File: src/rtl/step_seq_pkg.sv
// Shared definitions for the micro-step sequencer.
// Contents:
//   step_state_e   sequencer state encoding (IDLE / RUN / HALTED)
//   Def*           default geometry for sequencer instances and bus interfaces
package step_seq_pkg;

    typedef enum logic [1:0] {
        StIdle   = 2'b00,
        StRun    = 2'b01,
        StHalted = 2'b10
    } step_state_e;

    localparam int unsigned DefNumSteps   = 8;
    localparam int unsigned DefFetchSteps = 2;
    localparam int unsigned DefCntW       = 8;

endpackage

File: src/rtl/step_seq_if.sv
// Control/status bundle between the processor control path and the step sequencer.
// Signals:
//   step_seq_start/hold/done/halt   control requests into the sequencer
//   step_seq_count                  current step index (STEP_W)
//   step_seq_onehot                 one-hot step decode (NUM_STEPS)
//   step_seq_fetch/last             step classification flags
//   step_seq_retire                 one-cycle pulse after an instruction retires
//   step_seq_instr_cnt              retired-instruction count (CNT_W)
//   step_seq_running/halted         state flags
// Modports: master drives the requests, slave is the sequencer.
interface step_seq_if
    import step_seq_pkg::*;
#(
    parameter int unsigned NUM_STEPS = DefNumSteps,
    parameter int unsigned CNT_W     = DefCntW
) ();

    localparam int unsigned STEP_W = $clog2(NUM_STEPS);

    logic                 step_seq_start;
    logic                 step_seq_hold;
    logic                 step_seq_done;
    logic                 step_seq_halt;
    logic [STEP_W-1:0]    step_seq_count;
    logic [NUM_STEPS-1:0] step_seq_onehot;
    logic                 step_seq_fetch;
    logic                 step_seq_last;
    logic                 step_seq_retire;
    logic [CNT_W-1:0]     step_seq_instr_cnt;
    logic                 step_seq_running;
    logic                 step_seq_halted;

    modport master (
        output step_seq_start, step_seq_hold, step_seq_done, step_seq_halt,
        input  step_seq_count, step_seq_onehot, step_seq_fetch, step_seq_last,
        input  step_seq_retire, step_seq_instr_cnt, step_seq_running, step_seq_halted
    );

    modport slave (
        input  step_seq_start, step_seq_hold, step_seq_done, step_seq_halt,
        output step_seq_count, step_seq_onehot, step_seq_fetch, step_seq_last,
        output step_seq_retire, step_seq_instr_cnt, step_seq_running, step_seq_halted
    );

endinterface

File: src/rtl/step_decoder.sv
// One-hot decoder for the step index.
// Ports:
//   en_i      decode enable; output is all-zero when low
//   idx_i     step index (STEP_W bits)
//   onehot_o  1 << idx_i when enabled (NUM_STEPS bits)
module step_decoder #(
    parameter int unsigned NUM_STEPS = 8,
    parameter int unsigned STEP_W    = $clog2(NUM_STEPS)
) (
    input  logic                 en_i,
    input  logic [STEP_W-1:0]    idx_i,
    output logic [NUM_STEPS-1:0] onehot_o
);

    always_comb begin
        onehot_o = '0;
        if (en_i) begin
            onehot_o = NUM_STEPS'(1) << idx_i;
        end
    end

endmodule

File: src/rtl/step_sequencer.sv
// Micro-step (T-state) sequencer for the processor control path.
// Walks the step index 0..NUM_STEPS-1 per instruction, supports early termination (done),
// stalls (hold) and a sticky halt taken at the next instruction boundary, and counts
// retired instructions.
// Ports:
//   step_seq_clk   clock, rising edge
//   step_seq_rst   synchronous active-high reset
//   bus            step_seq_if slave: requests in, step index/decode/flags/counter out
module step_sequencer
    import step_seq_pkg::*;
#(
    parameter int unsigned NUM_STEPS   = DefNumSteps,
    parameter int unsigned FETCH_STEPS = DefFetchSteps,
    parameter int unsigned CNT_W       = DefCntW
) (
    input  logic     step_seq_clk,
    input  logic     step_seq_rst,
    step_seq_if.slave bus
);

    localparam int unsigned STEP_W = $clog2(NUM_STEPS);
    localparam logic [STEP_W-1:0] FetchLim = STEP_W'(FETCH_STEPS);
    localparam logic [STEP_W-1:0] LastStep = STEP_W'(NUM_STEPS - 1);

    step_state_e       state_q, state_d;
    logic [STEP_W-1:0] count_q, count_d;
    logic              halt_pending_q, halt_pending_d;
    logic              retire_q, retire_d;
    logic [CNT_W-1:0]  instr_cnt_q, instr_cnt_d;

    logic running;
    logic last;
    logic retire_ev;

    assign running = (state_q == StRun);
    assign last    = running && (count_q == LastStep);
    // done ends the instruction even while stalled
    assign retire_ev = running && (bus.step_seq_done || (last && !bus.step_seq_hold));

    always_comb begin
        state_d        = state_q;
        count_d        = count_q;
        halt_pending_d = halt_pending_q;
        retire_d       = 1'b0;
        instr_cnt_d    = instr_cnt_q;
        unique case (state_q)
            StIdle: begin
                count_d = '0;
                if (bus.step_seq_start) begin
                    state_d = StRun;
                end
            end
            StRun: begin
                if (retire_ev) begin
                    count_d     = '0;
                    retire_d    = 1'b1;
                    instr_cnt_d = instr_cnt_q + CNT_W'(1);
                    // a halt arriving on the boundary cycle is taken immediately
                    if (halt_pending_q || bus.step_seq_halt) begin
                        state_d        = StHalted;
                        halt_pending_d = 1'b0;
                    end
                end else begin
                    halt_pending_d = halt_pending_q | bus.step_seq_halt;
                    if (!bus.step_seq_hold) begin
                        count_d = count_q + STEP_W'(1);
                    end
                end
            end
            StHalted: begin
                count_d = '0;
            end
            default: begin
                state_d = StIdle;
                count_d = '0;
            end
        endcase
    end

    always_ff @(posedge step_seq_clk) begin
        if (step_seq_rst) begin
            state_q        <= StIdle;
            count_q        <= '0;
            halt_pending_q <= 1'b0;
            retire_q       <= 1'b0;
            instr_cnt_q    <= '0;
        end else begin
            state_q        <= state_d;
            count_q        <= count_d;
            halt_pending_q <= halt_pending_d;
            retire_q       <= retire_d;
            instr_cnt_q    <= instr_cnt_d;
        end
    end

    step_decoder #(
        .NUM_STEPS (NUM_STEPS),
        .STEP_W    (STEP_W)
    ) u_step_decoder (
        .en_i     (running),
        .idx_i    (count_q),
        .onehot_o (bus.step_seq_onehot)
    );

    assign bus.step_seq_count     = count_q;
    assign bus.step_seq_fetch     = running && (count_q < FetchLim);
    assign bus.step_seq_last      = last;
    assign bus.step_seq_retire    = retire_q;
    assign bus.step_seq_instr_cnt = instr_cnt_q;
    assign bus.step_seq_running   = running;
    assign bus.step_seq_halted    = (state_q == StHalted);

endmodule
File: src/flat_wrapper.sv
// flat-port wrapper written by rule: the top's interface ports become plain ports
module step_sequencer_flat import step_seq_pkg::*;
#(
    parameter int unsigned NUM_STEPS   = DefNumSteps,
    parameter int unsigned FETCH_STEPS = DefFetchSteps,
    parameter int unsigned CNT_W       = DefCntW
)
  (step_seq_clk, step_seq_rst, bus_step_seq_start, bus_step_seq_hold, bus_step_seq_done, bus_step_seq_halt, bus_step_seq_count, bus_step_seq_onehot, bus_step_seq_fetch, bus_step_seq_last, bus_step_seq_retire, bus_step_seq_instr_cnt, bus_step_seq_running, bus_step_seq_halted);
  step_seq_if #(.NUM_STEPS(NUM_STEPS), .CNT_W(CNT_W)) bus_i ();
  input  logic step_seq_clk;
  input  logic step_seq_rst;
  input wire logic [$bits(bus_i.step_seq_start)-1:0] bus_step_seq_start;
  input wire logic [$bits(bus_i.step_seq_hold)-1:0] bus_step_seq_hold;
  input wire logic [$bits(bus_i.step_seq_done)-1:0] bus_step_seq_done;
  input wire logic [$bits(bus_i.step_seq_halt)-1:0] bus_step_seq_halt;
  output wire logic [$bits(bus_i.step_seq_count)-1:0] bus_step_seq_count;
  output wire logic [$bits(bus_i.step_seq_onehot)-1:0] bus_step_seq_onehot;
  output wire logic [$bits(bus_i.step_seq_fetch)-1:0] bus_step_seq_fetch;
  output wire logic [$bits(bus_i.step_seq_last)-1:0] bus_step_seq_last;
  output wire logic [$bits(bus_i.step_seq_retire)-1:0] bus_step_seq_retire;
  output wire logic [$bits(bus_i.step_seq_instr_cnt)-1:0] bus_step_seq_instr_cnt;
  output wire logic [$bits(bus_i.step_seq_running)-1:0] bus_step_seq_running;
  output wire logic [$bits(bus_i.step_seq_halted)-1:0] bus_step_seq_halted;
  assign bus_i.step_seq_start = bus_step_seq_start;
  assign bus_i.step_seq_hold = bus_step_seq_hold;
  assign bus_i.step_seq_done = bus_step_seq_done;
  assign bus_i.step_seq_halt = bus_step_seq_halt;
  assign bus_step_seq_count = bus_i.step_seq_count;
  assign bus_step_seq_onehot = bus_i.step_seq_onehot;
  assign bus_step_seq_fetch = bus_i.step_seq_fetch;
  assign bus_step_seq_last = bus_i.step_seq_last;
  assign bus_step_seq_retire = bus_i.step_seq_retire;
  assign bus_step_seq_instr_cnt = bus_i.step_seq_instr_cnt;
  assign bus_step_seq_running = bus_i.step_seq_running;
  assign bus_step_seq_halted = bus_i.step_seq_halted;
  step_sequencer #(.NUM_STEPS(NUM_STEPS), .FETCH_STEPS(FETCH_STEPS), .CNT_W(CNT_W)) u_core (.step_seq_clk(step_seq_clk), .step_seq_rst(step_seq_rst), .bus(bus_i));
endmodule
File: config.mk
export PLATFORM = sky130hd
export DESIGN_NAME = step_sequencer_flat
export DESIGN_NICKNAME = d
export VERILOG_FILES = /design/src/rtl/step_seq_pkg.sv /design/src/rtl/step_seq_if.sv /design/src/rtl/step_decoder.sv /design/src/rtl/step_sequencer.sv /design/src/flat_wrapper.sv
export SDC_FILE = /design/constraint.sdc
export NUM_CORES = 1
export LEC_CHECK = 0
export BUFFER_PORTS_ARGS = -buffer_cell sky130_fd_sc_hd__clkbuf_2
export CORE_MARGIN = 5
export CORE_UTILIZATION = 47
export DETAILED_ROUTE_END_ITERATION = 16
export PLACE_DENSITY = 0.75
export SLEW_MARGIN = 15
export SYNTH_ARGS = -nofsm -noshare
export SYNTH_HDL_FRONTEND = slang
export SYNTH_SLANG_ARGS = --single-unit
File: constraint.sdc
create_clock -name step_seq_clk -period 1.8 [get_ports step_seq_clk]
set_input_delay 0.27 -clock step_seq_clk [delete_from_list [all_inputs] [get_ports step_seq_clk]]
set_output_delay 0.27 -clock step_seq_clk [all_outputs]
set_load 0.005 [all_outputs]
Word level (Yosys, flattened, before mapping). Cells that the tools add are included.

Register bits after elaboration: 15. Word-level logic and storage cells: 40. Bits of input ports: 6.

Shift operators: 1. Equal/unequal tests: 7. Muxes and demuxes: 8. Order comparisons: 1. Bitwise gates (word level): 3. Reductions and logical operators: 13. Add/sub/neg operators: 2.

Operator list (number): $add A8 B1 Y8 const B (1); $mux W8 (1); $ne A2 B2 Y1 const B (4); $shl A1 B3 Y8 const A (1); $mux W2 (3); $pmux W2 S3 (1); $logic_and A1 B1 Y1 (4); $reduce_and A2 Y1 (2); $reduce_and A4 Y1 (1); $add A3 B1 Y3 const B (1); $eq A3 B3 Y1 const B (1); $lt A3 B2 Y1 const B (1); $mux W1 (3); $reduce_or A3 Y1 (1); $eq A2 B1 Y1 const B (1); $eq A2 B2 Y1 const B (1); $logic_not A2 Y1 (1); $logic_or A1 B1 Y1 (2); $not A1 Y1 (2); $reduce_or A2 Y1 (1); $logic_not A1 Y1 (1); $or A1 B1 Y1 (1).

Depth between registers and ports, before layout. Gate-level depths: netlist of the first run.

Depth after elaboration: 7. Gate-level depth with buffers: 7. Depth with buffers taken out: 6.

Modules after synthesis. From an unflattened synthesis of the first run, not the netlist that was laid out.

Cells, all modules: 81. Area, all modules: 783.3 um^2.

Modules (own cells, without submodules): step_sequencer (seq. area each 300.3 um^2, cells each 73, instances 1, area an instance 688.2 um^2); step_decoder (seq. area each 0.0 um^2, cells each 8, instances 1, area an instance 95.1 um^2).

Worst setup path after synthesis of the first run. No wires, ideal clock.

Path type: register -> register. Start point: register u_core.count_q[1] (netlist: u_core.bus.step_seq_count[1]). End point: register u_core.instr_cnt_q[6] (netlist: u_core.bus.step_seq_instr_cnt[6]). Path buffers: 1. Library setup time: 0.071 ns. Cell stages (with the launch flop): 8. Path slack: 0.206 ns. Period minus slack after synthesis: 1.594 ns. Arrival time: 1.523 ns. Path through: dfxtp_1 -> ha_1 -> ha_1 -> nor2b_2 -> buf_6 -> o211ai_4 -> or3_1 -> a21oi_1.

Cells in the longest elaborated chain, start to end: 6.

Ends and longest elaborated chain: start: declaration (RTL line step_sequencer.sv:26) `logic [STEP_W-1:0] count_q, count_d;`; start signal: assignment (RTL line step_sequencer.sv:89) `count_q <= count_d;`; $eq A3 B3 Y1 (RTL line step_sequencer.sv:36) `assign last = running && (count_q == LastStep);`; $logic_and A1 B1 Y1 (RTL line step_sequencer.sv:36); $logic_and A1 B1 Y1 (RTL line step_sequencer.sv:38) `assign retire_ev = running && (bus.step_seq_done || (last && !bus.step_seq_hold));`; $logic_or A1 B1 Y1 (RTL line step_sequencer.sv:38); $logic_and A1 B1 Y1 (RTL line step_sequencer.sv:38); $reduce_and A2 Y1 (no source line); end signal: assignment (RTL line step_sequencer.sv:92) `instr_cnt_q <= instr_cnt_d;`; end: declaration (RTL line step_sequencer.sv:29) `logic [CNT_W-1:0] instr_cnt_q, instr_cnt_d;`.

No other way between the ends. A chain may end at the register's enable or synchronous reset.

Worst setup path after layout of the first run. Same ends and word-level chain as after synthesis.

==> results.md, run 1 <==
Outcome
- **status** finished clean

Synth
- **Ys Warns** 0
- **FF+latch count, synth** 15
- **Syn Std Cell Area** 816 µm²
- **share of the synthesized area in the top cell type** 36.8%
- **cell type with the highest aggregate area in the netlist** sky130_fd_sc_hd__dfxtp_1
- **cell count after synthesis** 88
- **sequential cell area fraction in the yosys report** 36.8%
- **Area contributors post-synth** sky130_fd_sc_hd__dfxtp_1 (37%), sky130_fd_sc_hd__ha_1 (11%), sky130_fd_sc_hd__xor2_1 (6.4%)
- **Syn Nets** 101
- **number of distinct library cells after synthesis** 30
- **syn avg cell area** 9.27 µm²

Clock tree
- **number of buffers inserted during clock tree synthesis** 3
- **library cell used as clock root buffer** sky130_fd_sc_hd__clkbuf_4
- **sinks on the clock net** 15
- **worst-skew pair later-pin latency** 280 ps
- **clock tree from TritonCTS** done
- **Max clock buf depth** 2
- **H-tree Lvls** 1
- **clock-pin slew on the worst setup and hold paths** 90 ps

Timing
- **Hold Vio Cnt, Final** 0
- **Least-Margin Pin Slew** 248 ps
- **Final period util** 90.8%
- **final worst hold slack** 294 ps
- **sum of negative setup slack** 0 ps
- **final-report max-slew violation count** 0
- **total of endpoints with negative setup slack in the final report** 0
- **RSZ-0062 raised after global routing** false
- **Final Critical Period** 1630 ps
- **relative max-transition margin** 83.5%
- **final clock skew** 11.0 ps
- **f_max** 612 MHz
- **Worst Setup Slack, final** 166 ps

Placed design
- **count of buffers inserted at the top-level ports** 29
- **Place WS** 70.4 ps
- **GP Congestion** 0.776
- **Post-DP Area** 978 µm²
- **number of cells after detailed placement** 133
- **placed wire-length estimate** 1360 µm

Route
- **Routed WL per cell** 12.3 µm
- **number of optimization iterations in the first detailed-route pass** 4
- **number of vias per cell** 5.34
- **number of design-rule violations left by the first detailed-router iteration** 18
- **total wire length** 1690 µm
- **number of DRC violations after detailed routing** 0
- **via count of the routed design** 731
- **number of nets with antenna violations after routing** 0

Setup path
- **kind of start point of the critical path** flop
- **most frequent cell on the critical path** sky130_fd_sc_hd__ha_1
- **Data required, critical path** 2000 ps
- **cell breakdown of the critical path** ha_1 -> ha_1 -> nor2b_4 -> o211ai_4 -> or3_1 -> a21oi_1
- **number of cells traversed by the worst register-to-register path** 6
- **type of the worst setup path** flop to flop
- **critical path's slowest cell** sky130_fd_sc_hd__or3_1
- **longest individual stage delay on the worst path** 350 ps
- **CP bufs+invs** 0
- **critical path endpoint category** flop
- **critical path peak fanout** 8
- **Crit. path cell count** 6
- **kind of cell adding the most delay to the critical path** simple AND/OR/NAND/NOR gates
- **WP data arrival** 1840 ps

GRT
- **number of antenna violations at the first check in global routing** 0
- **largest net degree at the start of global routing** 15
- **Congestion Overflow GR** 0
- **total track usage** 14.8%
- **wire length of the first global-routing pass** 3060 µm
- **number of global-route vias before repair** 746

Die
- **Initial Utilization** 48.3%
- **die area** 0.00267 mm²
- **core footprint** 0.00169 mm²
- **num rows** 15
- **height of the die** 51.7 µm
- **die width** 51.7 µm
- **I/O pin count** 30

Flow run
- **count of maximum capacitance violations** 0

Power
- **leakage power total** 0.508 nW
- **power density normalized to cell area** 595 mW/mm²
- **total power after layout** 0.603 mW
- **Worst IR Drop VDD** 0.000402 V

Finish
- **core occupancy in the finished layout** 59.9%
- **number of inserted diodes** 0
- **final cell count without fillers** 137
- **commonest non-fill, non-tap cell in the layout** sky130_fd_sc_hd__clkbuf_2
- **final design area excluding fillers** 0.00101 mm²
- **Final #Nets** 134
- **share of layout cells above drive strength 1** 35.0%
- **Syn-to-layout area delta** 24.1%
- **commonest cells after routing, fill and taps aside** sky130_fd_sc_hd__clkbuf_2 (29), sky130_fd_sc_hd__dfxtp_1 (15), sky130_fd_sc_hd__nor2_1 (12)

Worst hold path
- **worst hold path stage count** 3
- **worst hold path class** primary input to flop

logic make-up after synthesis:
kind of cell,after synthesis,synth area share [%]
xor gates and xnor gates,7,7.52
AOI/OAI and AO/OA,14,13.5
DFF,15,36.8
adders and majority gates,7,10.7
buffers and inverters,9,5.67
and+or+nand+nor,34,23.3
muxes,2,2.45
synthesized netlist by cell type (all sizes together):
library cell  instances
xor2                  6
inv                   4
o21ba                 1
or3                   1
o211ai                2
nand3                 1
clkinv                1
mux2i                 2
and4                  1
ha                    7
and2                  3
and4b                 1
o22ai                 1
clkbuf                2
xnor2                 1
a21oi                 4
o21ai                 3
nor2b                 3
nor2                 12
and3                  6
nand2b                1
or4                   1
dfxtp                15
buf                   2
nor3                  4
o2111ai               3
flip-flops by register name (all words and copies together), names as in the netlist:
| signal | flops |
|---|---|
| u_core.state_q | 2 |
| u_core.halt_pending_q | 1 |
| u_core.bus.step_seq_count | 3 |
| u_core.bus.step_seq_retire | 1 |
| u_core.bus.step_seq_instr_cnt | 8 |
worst paths after layout:
kind / start / endpoint / slack [ps]
worst max-delay path: u_core.bus.step_seq_count[1] / u_core.bus.step_seq_instr_cnt[6] / 170
worst max register to register: u_core.bus.step_seq_count[1] / u_core.bus.step_seq_instr_cnt[6] / 170
worst min-delay path: bus_step_seq_halt / u_core.halt_pending_q / 290
worst min register to register: u_core.state_q[1] / u_core.state_q[0] / 490
final cells by class:
cell class / count / area (µm²)
inverters: 5 / 21.3
clock buffers: 3 / 22.5
clock inverters: 1 / 5.00
multi-input cells: 64 / 474
flip-flops and latches: 15 / 300
well taps: 17 / 21.3
repair buffers: 32 / 168
fillers: 170 / 677
metal layers:
metal | track usage (%) | vias to the layer above | routed length, µm | part of all wire [%]
met1 | 17.3 | 337 | 742 | 44
met4 | 6.99 | 0 | 11 | 0.65
li1 | - | 369 | - | -
met2 | 25.4 | 23 | 849 | 50
met5 | 0 | - | 0 | 0
met3 | 3.44 | 2 | 86 | 5.1
power breakdown:
part / internal, mW / total, mW / switching, mW
logic: 0.0285 / 0.0693 / 0.0408
registers: 0.340 / 0.347 / 0.00713
clock network: 0.0823 / 0.186 / 0.104
total: 0.451 / 0.603 / 0.152
worst reg2reg max path, delay by kind of cell (launching register included):
family | cells | cell delay (ps)
compound gates | 2 | 260
fa+ha+maj | 2 | 350
simple gates | 2 | 620
flops | 1 | 340
timing repair:
action / in CTS / in global routing
buffers inserted: 0 / 0
hold buffers: 0 / 0
setup endpoints to repair: 0 / 9
gates resized for setup: 0 / 2
Power figures use the tool's default switching activity.
==> inputs of run 2 (changes only) <==
- CORE_UTILIZATION: 47 -> 25
- PLACE_DENSITY: 0.75 -> 0.44
==> results.md, run 2 (synthesis results as in run 1) <==
Outcome
- **status** finished clean

Clock tree
- **library cell used as clock root buffer** sky130_fd_sc_hd__clkbuf_4
- **worst-skew pair later-pin latency** 280 ps, about the same
- **Max clock buf depth** 2, unchanged
- **clock-pin slew on the worst setup and hold paths** 100 ps, about the same
- **post-cts hold buffer count** 0, unchanged
- **clock tree from TritonCTS** done
- **number of buffers inserted during clock tree synthesis** 3, unchanged
- **post-CTS setup buffers** 0, unchanged
- **sinks on the clock net** 15, unchanged
- **total of cells resized after clock tree synthesis** 0, unchanged
- **H-tree Lvls** 1, unchanged

Timing
- **total of endpoints with negative setup slack in the final report** 0, unchanged
- **final clock skew** 12.3 ps, +1.26 ps
- **Final period util** 91.9%, +1.1 points
- **sum of negative setup slack** 0 ps, unchanged
- **Worst Setup Slack, final** 145 ps, -20.1 ps
- **RSZ-0062 raised after global routing** false
- **Final Critical Period** 1650 ps, +20.1 ps
- **final-report max-slew violation count** 0, unchanged
- **f_max** 604 MHz, -1.2%
- **relative max-transition margin** 81.5%, -2.0 points
- **Least-Margin Pin Slew** 278 ps, +29.9 ps
- **Hold Vio Cnt, Final** 0, unchanged

Setup path
- **r2r startpoint** u_core.bus.step_seq_count[0]
- **number of cells traversed by the worst register-to-register path** 6, unchanged
- **kind of start point of the critical path** flop
- **critical path endpoint category** output pin
- **setup slack, reg-to-reg** 170 ps, about the same
- **WP data arrival** 1380 ps, -460 ps
- **critical path peak fanout** 14, +6
- **Data required, critical path** 1530 ps, -470 ps
- **reg-to-reg critical path endpoint** u_core.bus.step_seq_instr_cnt[6]
- **type of the worst setup path** flop to output pin

GRT
- **wire length of the first global-routing pass** 3020 µm, -1.1%
- **total track usage** 8.98%, -5.9 points
- **number of global-route vias before repair** 650, -13%
- **Congestion Overflow GR** 0, unchanged
- **number of antenna violations at the first check in global routing** 0, unchanged
- **largest net degree at the start of global routing** 15, unchanged

Power
- **power density normalized to cell area** 578 mW/mm², -2.9%
- **Worst IR Drop VDD** 0.000245 V, -39%
- **leakage power total** 0.513 nW, +1.1%

Finish
- **Syn-to-layout area delta** 29.1%
- **share of layout cells above drive strength 1** 35.5%, +0.54 points
- **flip-flop count of the largest register after layout** 8, unchanged
- **final design area excluding fillers** 0.00105 mm², +4.1%
- **commonest cells after routing, fill and taps aside** sky130_fd_sc_hd__clkbuf_2 (29), sky130_fd_sc_hd__dfxtp_1 (15), sky130_fd_sc_hd__nor2_1 (12)
- **Final #Nets** 135, +0.75%
- **number of inserted diodes** 0, unchanged
- **commonest non-fill, non-tap cell in the layout** sky130_fd_sc_hd__clkbuf_2

Placed design
- **GP Congestion** 0.721, -7.1%
- **count of buffers inserted at the top-level ports** 29, unchanged
- **placed wire-length estimate** 1500 µm, +10%
- **Post-DP Area** 0.00102 mm², +4.2%
- **Place WS** 114 ps, +43.4 ps

Die
- **I/O pin count** 30, unchanged
- **core footprint** 0.00310 mm², +84%
- **height of the die** 67.1 µm, +30%
- **die area** 0.00451 mm², +69%
- **Initial Utilization** 26.3%, -22 points
- **num rows** 20, +5
- **die width** 67.1 µm, +30%

Flow run
- **count of maximum capacitance violations** 0, unchanged

Route
- **via count of the routed design** 705, -3.6%
- **number of nets with antenna violations after routing** 0, unchanged
- **Routed WL per cell** 11.3 µm, -8.5%
- **total wire length** 1860 µm, +10%
- **number of design-rule violations left by the first detailed-router iteration** 2, -16
- **number of DRC violations after detailed routing** 0, unchanged
- **number of vias per cell** 4.27, -20%
- **number of optimization iterations in the first detailed-route pass** 4, unchanged

Worst hold path
- **start point of the worst hold path** bus_step_seq_halt
- **capture endpoint of the worst hold path** u_core.halt_pending_q
- **worst hold path class** primary input to flop
- **worst hold path stage count** 3, unchanged

==> run 2: changes by cell type in the layout (fill, tap and decap cells not counted), sizes merged <==
cell,before,now
buf,3,4
==> run 2: power breakdown <==
part | internal (mW) | switching, mW | leakage (nW) | total, mW
clock | 0.0824 | 0.108 | 0.0177 | 0.190
sequential | 0.340 | 0.00735 | 0.122 | 0.347
combinational | 0.0285 | 0.0428 | 0.374 | 0.0713
total | 0.451 | 0.158 | 0.513 | 0.609
==> run 2: critical path, stage by stage (launching register included) <==
cell and delay [ps]:
sky130_fd_sc_hd__dfxtp_1 380, sky130_fd_sc_hd__nand2b_1 280, sky130_fd_sc_hd__inv_4 130, sky130_fd_sc_hd__and3_1 200, sky130_fd_sc_hd__clkbuf_2 110
==> run 2: routing by layer <==
layer / track usage, % / share of wire, % / routed length, µm
met2: 12.4 / 41 / 762
met5: 0 / 0 / 0
met1: 12.4 / 51 / 959
met3: 2.70 / 6.5 / 121
met4: 4.56 / 1.1 / 20
==> run 2: stage by stage <==
step	hold slack, ps	utilization, %	cells	total power, mW
floorplan	342	-	88	0.394
detailed placement	459	32.9	161	0.426
finish	281	34.0	165	0.609
global placement	469	32.9	161	0.427
global route	299	34.0	165	0.652
CTS	275	33.8	165	0.620
==> run 2: worst max path at each step <==
stage / from / endpoint / slack, ps / depth (start not counted)
floorplan: u_core.bus.step_seq_count[1] / u_core.bus.step_seq_instr_cnt[6] / 210 / 7
global placement: u_core.bus.step_seq_count[0] / u_core.bus.step_seq_instr_cnt[1] / 190 / 7
global route: u_core.state_q[1] / bus_step_seq_onehot[5] / 20 / 4
detailed placement: u_core.bus.step_seq_count[0] / u_core.bus.step_seq_instr_cnt[6] / 110 / 6
CTS: u_core.state_q[1] / bus_step_seq_onehot[2] / 8 / 4
finish: u_core.state_q[1] / bus_step_seq_onehot[2] / 150 / 4
==> run 2: final cells by class <==
class / count / area (µm²)
clock inverters: 1 / 5.00
inverters: 5 / 21.3
flip-flops and latches: 15 / 300
clock buffers: 3 / 22.5
repair buffers: 33 / 175
fillers: 365 / 2050
well taps: 44 / 55.1
multi-input cells: 64 / 474
==> inputs of run 3 (changes only) <==
- ABC_AREA: not set -> 1
- CTS_CLUSTER_DIAMETER: not set -> 40
==> results.md, run 3 <==
Placed design
- **Place WS** 251 ps, +137 ps
- **Post-DP Area** 0.00108 mm², +6.3%
- **number of cells after detailed placement** 201, +25%
- **count of buffers inserted at the top-level ports** 29, unchanged
- **GP Congestion** 0.778, +7.9%
- **placed wire-length estimate** 1790 µm, +19%

GRT
- **Congestion Overflow GR** 0, unchanged
- **total track usage** 9.67%, +0.69 points
- **largest net degree at the start of global routing** 10, -5
- **number of global-route vias before repair** 869, +34%
- **number of antenna violations at the first check in global routing** 0, unchanged
- **wire length of the first global-routing pass** 3860 µm, +28%

Worst hold path
- **worst hold path class** primary input to flop
- **capture endpoint of the worst hold path** u_core.bus.step_seq_instr_cnt[5]
- **worst hold path stage count** 2, -1
- **start point of the worst hold path** step_seq_rst

Timing
- **f_max** 609 MHz, +0.73%
- **final-report max-slew violation count** 0, unchanged
- **RSZ-0062 raised after global routing** false
- **Least-Margin Pin Slew** 271 ps, -7.12 ps
- **Hold Vio Cnt, Final** 0, unchanged
- **Final Critical Period** 1640 ps, -12.0 ps
- **sum of negative setup slack** 0 ps, unchanged
- **relative max-transition margin** 81.8%, +0.34 points
- **final clock skew** 2.43 ps, -9.88 ps
- **Final period util** 91.3%, -0.67 points
- **Worst Setup Slack, final** 157 ps, +12.0 ps
- **final worst hold slack** 282 ps, +0.741 ps
- **total of endpoints with negative setup slack in the final report** 0, unchanged

Die
- **die area** 0.00483 mm², +7.2%
- **Initial Utilization** 26.1%, -0.19 points
- **I/O pin count** 30, unchanged
- **num rows** 21, +5.0%
- **die width** 69.5 µm, +3.5%
- **height of the die** 69.5 µm, +3.5%
- **core footprint** 0.00339 mm², +9.2%

Clock tree
- **H-tree Lvls** 1, unchanged
- **post-cts hold buffer count** 0, unchanged
- **post-CTS setup buffers** 0, unchanged
- **worst-skew pair later-pin latency** 280 ps, about the same
- **library cell used as clock root buffer** sky130_fd_sc_hd__clkbuf_4
- **Max clock buf depth** 2, unchanged
- **sinks on the clock net** 15, unchanged
- **clock-pin slew on the worst setup and hold paths** 90 ps, about the same
- **number of buffers inserted during clock tree synthesis** 3, unchanged
- **clock tree from TritonCTS** done

Route
- **total wire length** 2210 µm, +19%
- **number of nets with antenna violations after routing** 0, unchanged
- **Routed WL per cell** 10.8 µm, -4.5%
- **number of design-rule violations left by the first detailed-router iteration** 14, +12
- **number of optimization iterations in the first detailed-route pass** 4, unchanged
- **number of vias per cell** 4.27, about the same
- **number of DRC violations after detailed routing** 0, unchanged
- **via count of the routed design** 876, +24%

Synth
- **proportion of register bits with asynchronous set or reset after synthesis** 0%, unchanged
- **syn avg cell area** 6.97 µm², -25%
- **Syn Std Cell Area** 885 µm², +8.4%
- **sequential cell area fraction in the yosys report** 33.9%, -2.9 points
- **number of distinct library cells after synthesis** 26, -13%
- **cell type with the highest aggregate area in the netlist** sky130_fd_sc_hd__dfxtp_1
- **Ys Warns** 0, unchanged
- **EDFF count, synth** 0, unchanged
- **most used flip-flop cell after synthesis** sky130_fd_sc_hd__dfxtp_1
- **Area contributors post-synth** sky130_fd_sc_hd__dfxtp_1 (34%), sky130_fd_sc_hd__nand2_1 (13%), sky130_fd_sc_hd__ha_1 (9.9%)
- **FF+latch count, synth** 15, unchanged
- **Syn Nets** 140, +39%
- **cell count after synthesis** 127, +44%
- **share of the synthesized area in the top cell type** 33.9%, -2.9 points
- **cell with the most instances after synthesis** sky130_fd_sc_hd__nand2_1
- **most frequent cells after synthesis** sky130_fd_sc_hd__nand2_1 (31), sky130_fd_sc_hd__nor2_1 (17), sky130_fd_sc_hd__inv_1 (16), sky130_fd_sc_hd__dfxtp_1 (15), sky130_fd_sc_hd__a21oi_1 (8)

Setup path
- **critical path endpoint category** output pin
- **Data required, critical path** 1530 ps, about the same
- **r2r startpoint** u_core.bus.step_seq_count[1]
- **setup slack, reg-to-reg** 310 ps, +140 ps
- **reg-to-reg critical path endpoint** u_core.bus.step_seq_count[0]
- **kind of start point of the critical path** flop
- **type of the worst setup path** flop to output pin
- **WP data arrival** 1370 ps, about the same
- **number of cells traversed by the worst register-to-register path** 7, +1
- **critical path peak fanout** 6, -8

Finish
- **Syn-to-layout area delta** 25.7%
- **final cell count without fillers** 205, +24%
- **commonest cells after routing, fill and taps aside** sky130_fd_sc_hd__nand2_1 (31), sky130_fd_sc_hd__clkbuf_2 (29), sky130_fd_sc_hd__nor2_1 (17)
- **commonest non-fill, non-tap cell in the layout** sky130_fd_sc_hd__nand2_1
- **final design area excluding fillers** 0.00111 mm², +5.6%
- **FILL cells** 377, +3.3%
- **core occupancy in the finished layout** 32.8%, -1.1 points
- **flip-flop count of the largest register after layout** 8, unchanged
- **Final #Nets** 173, +28%
- **share of layout cells above drive strength 1** 27.7%, -7.9 points
- **number of inserted diodes** 0, unchanged

Power
- **proportion of total power due to net switching** 28.1%, +2.1 points
- **Worst IR Drop VDD** 0.000394 V, +61%
- **share of total power in sequential cells** 54.6%, -2.4 points
- **design internal power** 0.461 mW, +2.2%
- **leakage power total** 0.532 nW, +3.7%
- **proportion of power drawn by the clock network** 30.9%, -0.4 points
- **power density normalized to cell area** 576 mW/mm², -0.38%
- **fraction of power consumed by combinational cells** 14.5%, +2.8 points
- **sw power** 0.180 mW, +14%
- **total power after layout** 0.641 mW, +5.2%

Flow run
- **count of maximum capacitance violations** 0, unchanged

Outcome
- **status** finished clean

-- run 3: final cells by class --
cell class	instances	area, µm²	area share (%)
multi-input combinational	91	499	44.9
sequential	15	303	27.2
timing repair buffer	30	153	13.7
inverter	19	73.8	6.64
tap	46	57.6	5.17
clock buffer	4	26.3	2.36
-- run 3: metal layers --
layer  GRT usage [%]  vias up  routed length, µm
li1                -      466                  -
met1            11.3      390               1040
met2            16.0       18               1020
met3            4.64        2                133
met4            1.95        0                 19
met5               0        -                  0
-- run 3: worst max path at each step --
stage	start	endpoint
floorplan	u_core.bus.step_seq_count[1]	u_core.bus.step_seq_instr_cnt[1]
global placement	u_core.bus.step_seq_count[1]	u_core.bus.step_seq_count[0]
detailed placement	u_core.bus.step_seq_count[1]	u_core.bus.step_seq_count[0]
CTS	u_core.bus.step_seq_count[1]	bus_step_seq_last
global route	u_core.bus.step_seq_count[1]	bus_step_seq_last
finish	u_core.bus.step_seq_count[1]	bus_step_seq_last
-- run 3: what timing repair did --
item / CTS / global route
setup endpoints to repair: 0 / 2
endpoints found under the hold margin: 0 / 0
gates resized for setup: 0 / 2
-- run 3: power by group through the flow --
stage	registers [mW]	logic (mW)	clock network, mW
2_1_floorplan	0.357	0.0581	0
3_3_place_gp	0.357	0.0943	0
3_5_place_dp	0.358	0.0946	0
4_1_cts	0.350	0.0952	0.210
5_1_grt	0.352	0.105	0.220
6_report	0.350	0.0930	0.198
-- run 3: cells by family (layout without fill, tap and decap cells) --
| group | after synthesis | count (layout) | share of synthesized area (%) |
|---|---|---|---|
| adders and majority gates | 7 | 7 | 9.90 |
| buffers and inverters | 21 | 53 | 9.62 |
| and+or+nand+nor | 68 | 68 | 35.4 |
| xor gates and xnor gates | 1 | 1 | 0.990 |
| DFF | 15 | 15 | 33.9 |
| AOI/OAI and AO/OA | 15 | 15 | 10.2 |
-- run 3: critical path, cell delays in order (launching register included) --
cell and delay (ps):
sky130_fd_sc_hd__dfxtp_2 380, sky130_fd_sc_hd__ha_1 190, sky130_fd_sc_hd__ha_1 190, sky130_fd_sc_hd__inv_1 50, sky130_fd_sc_hd__nor2_1 140, sky130_fd_sc_hd__clkbuf_2 140
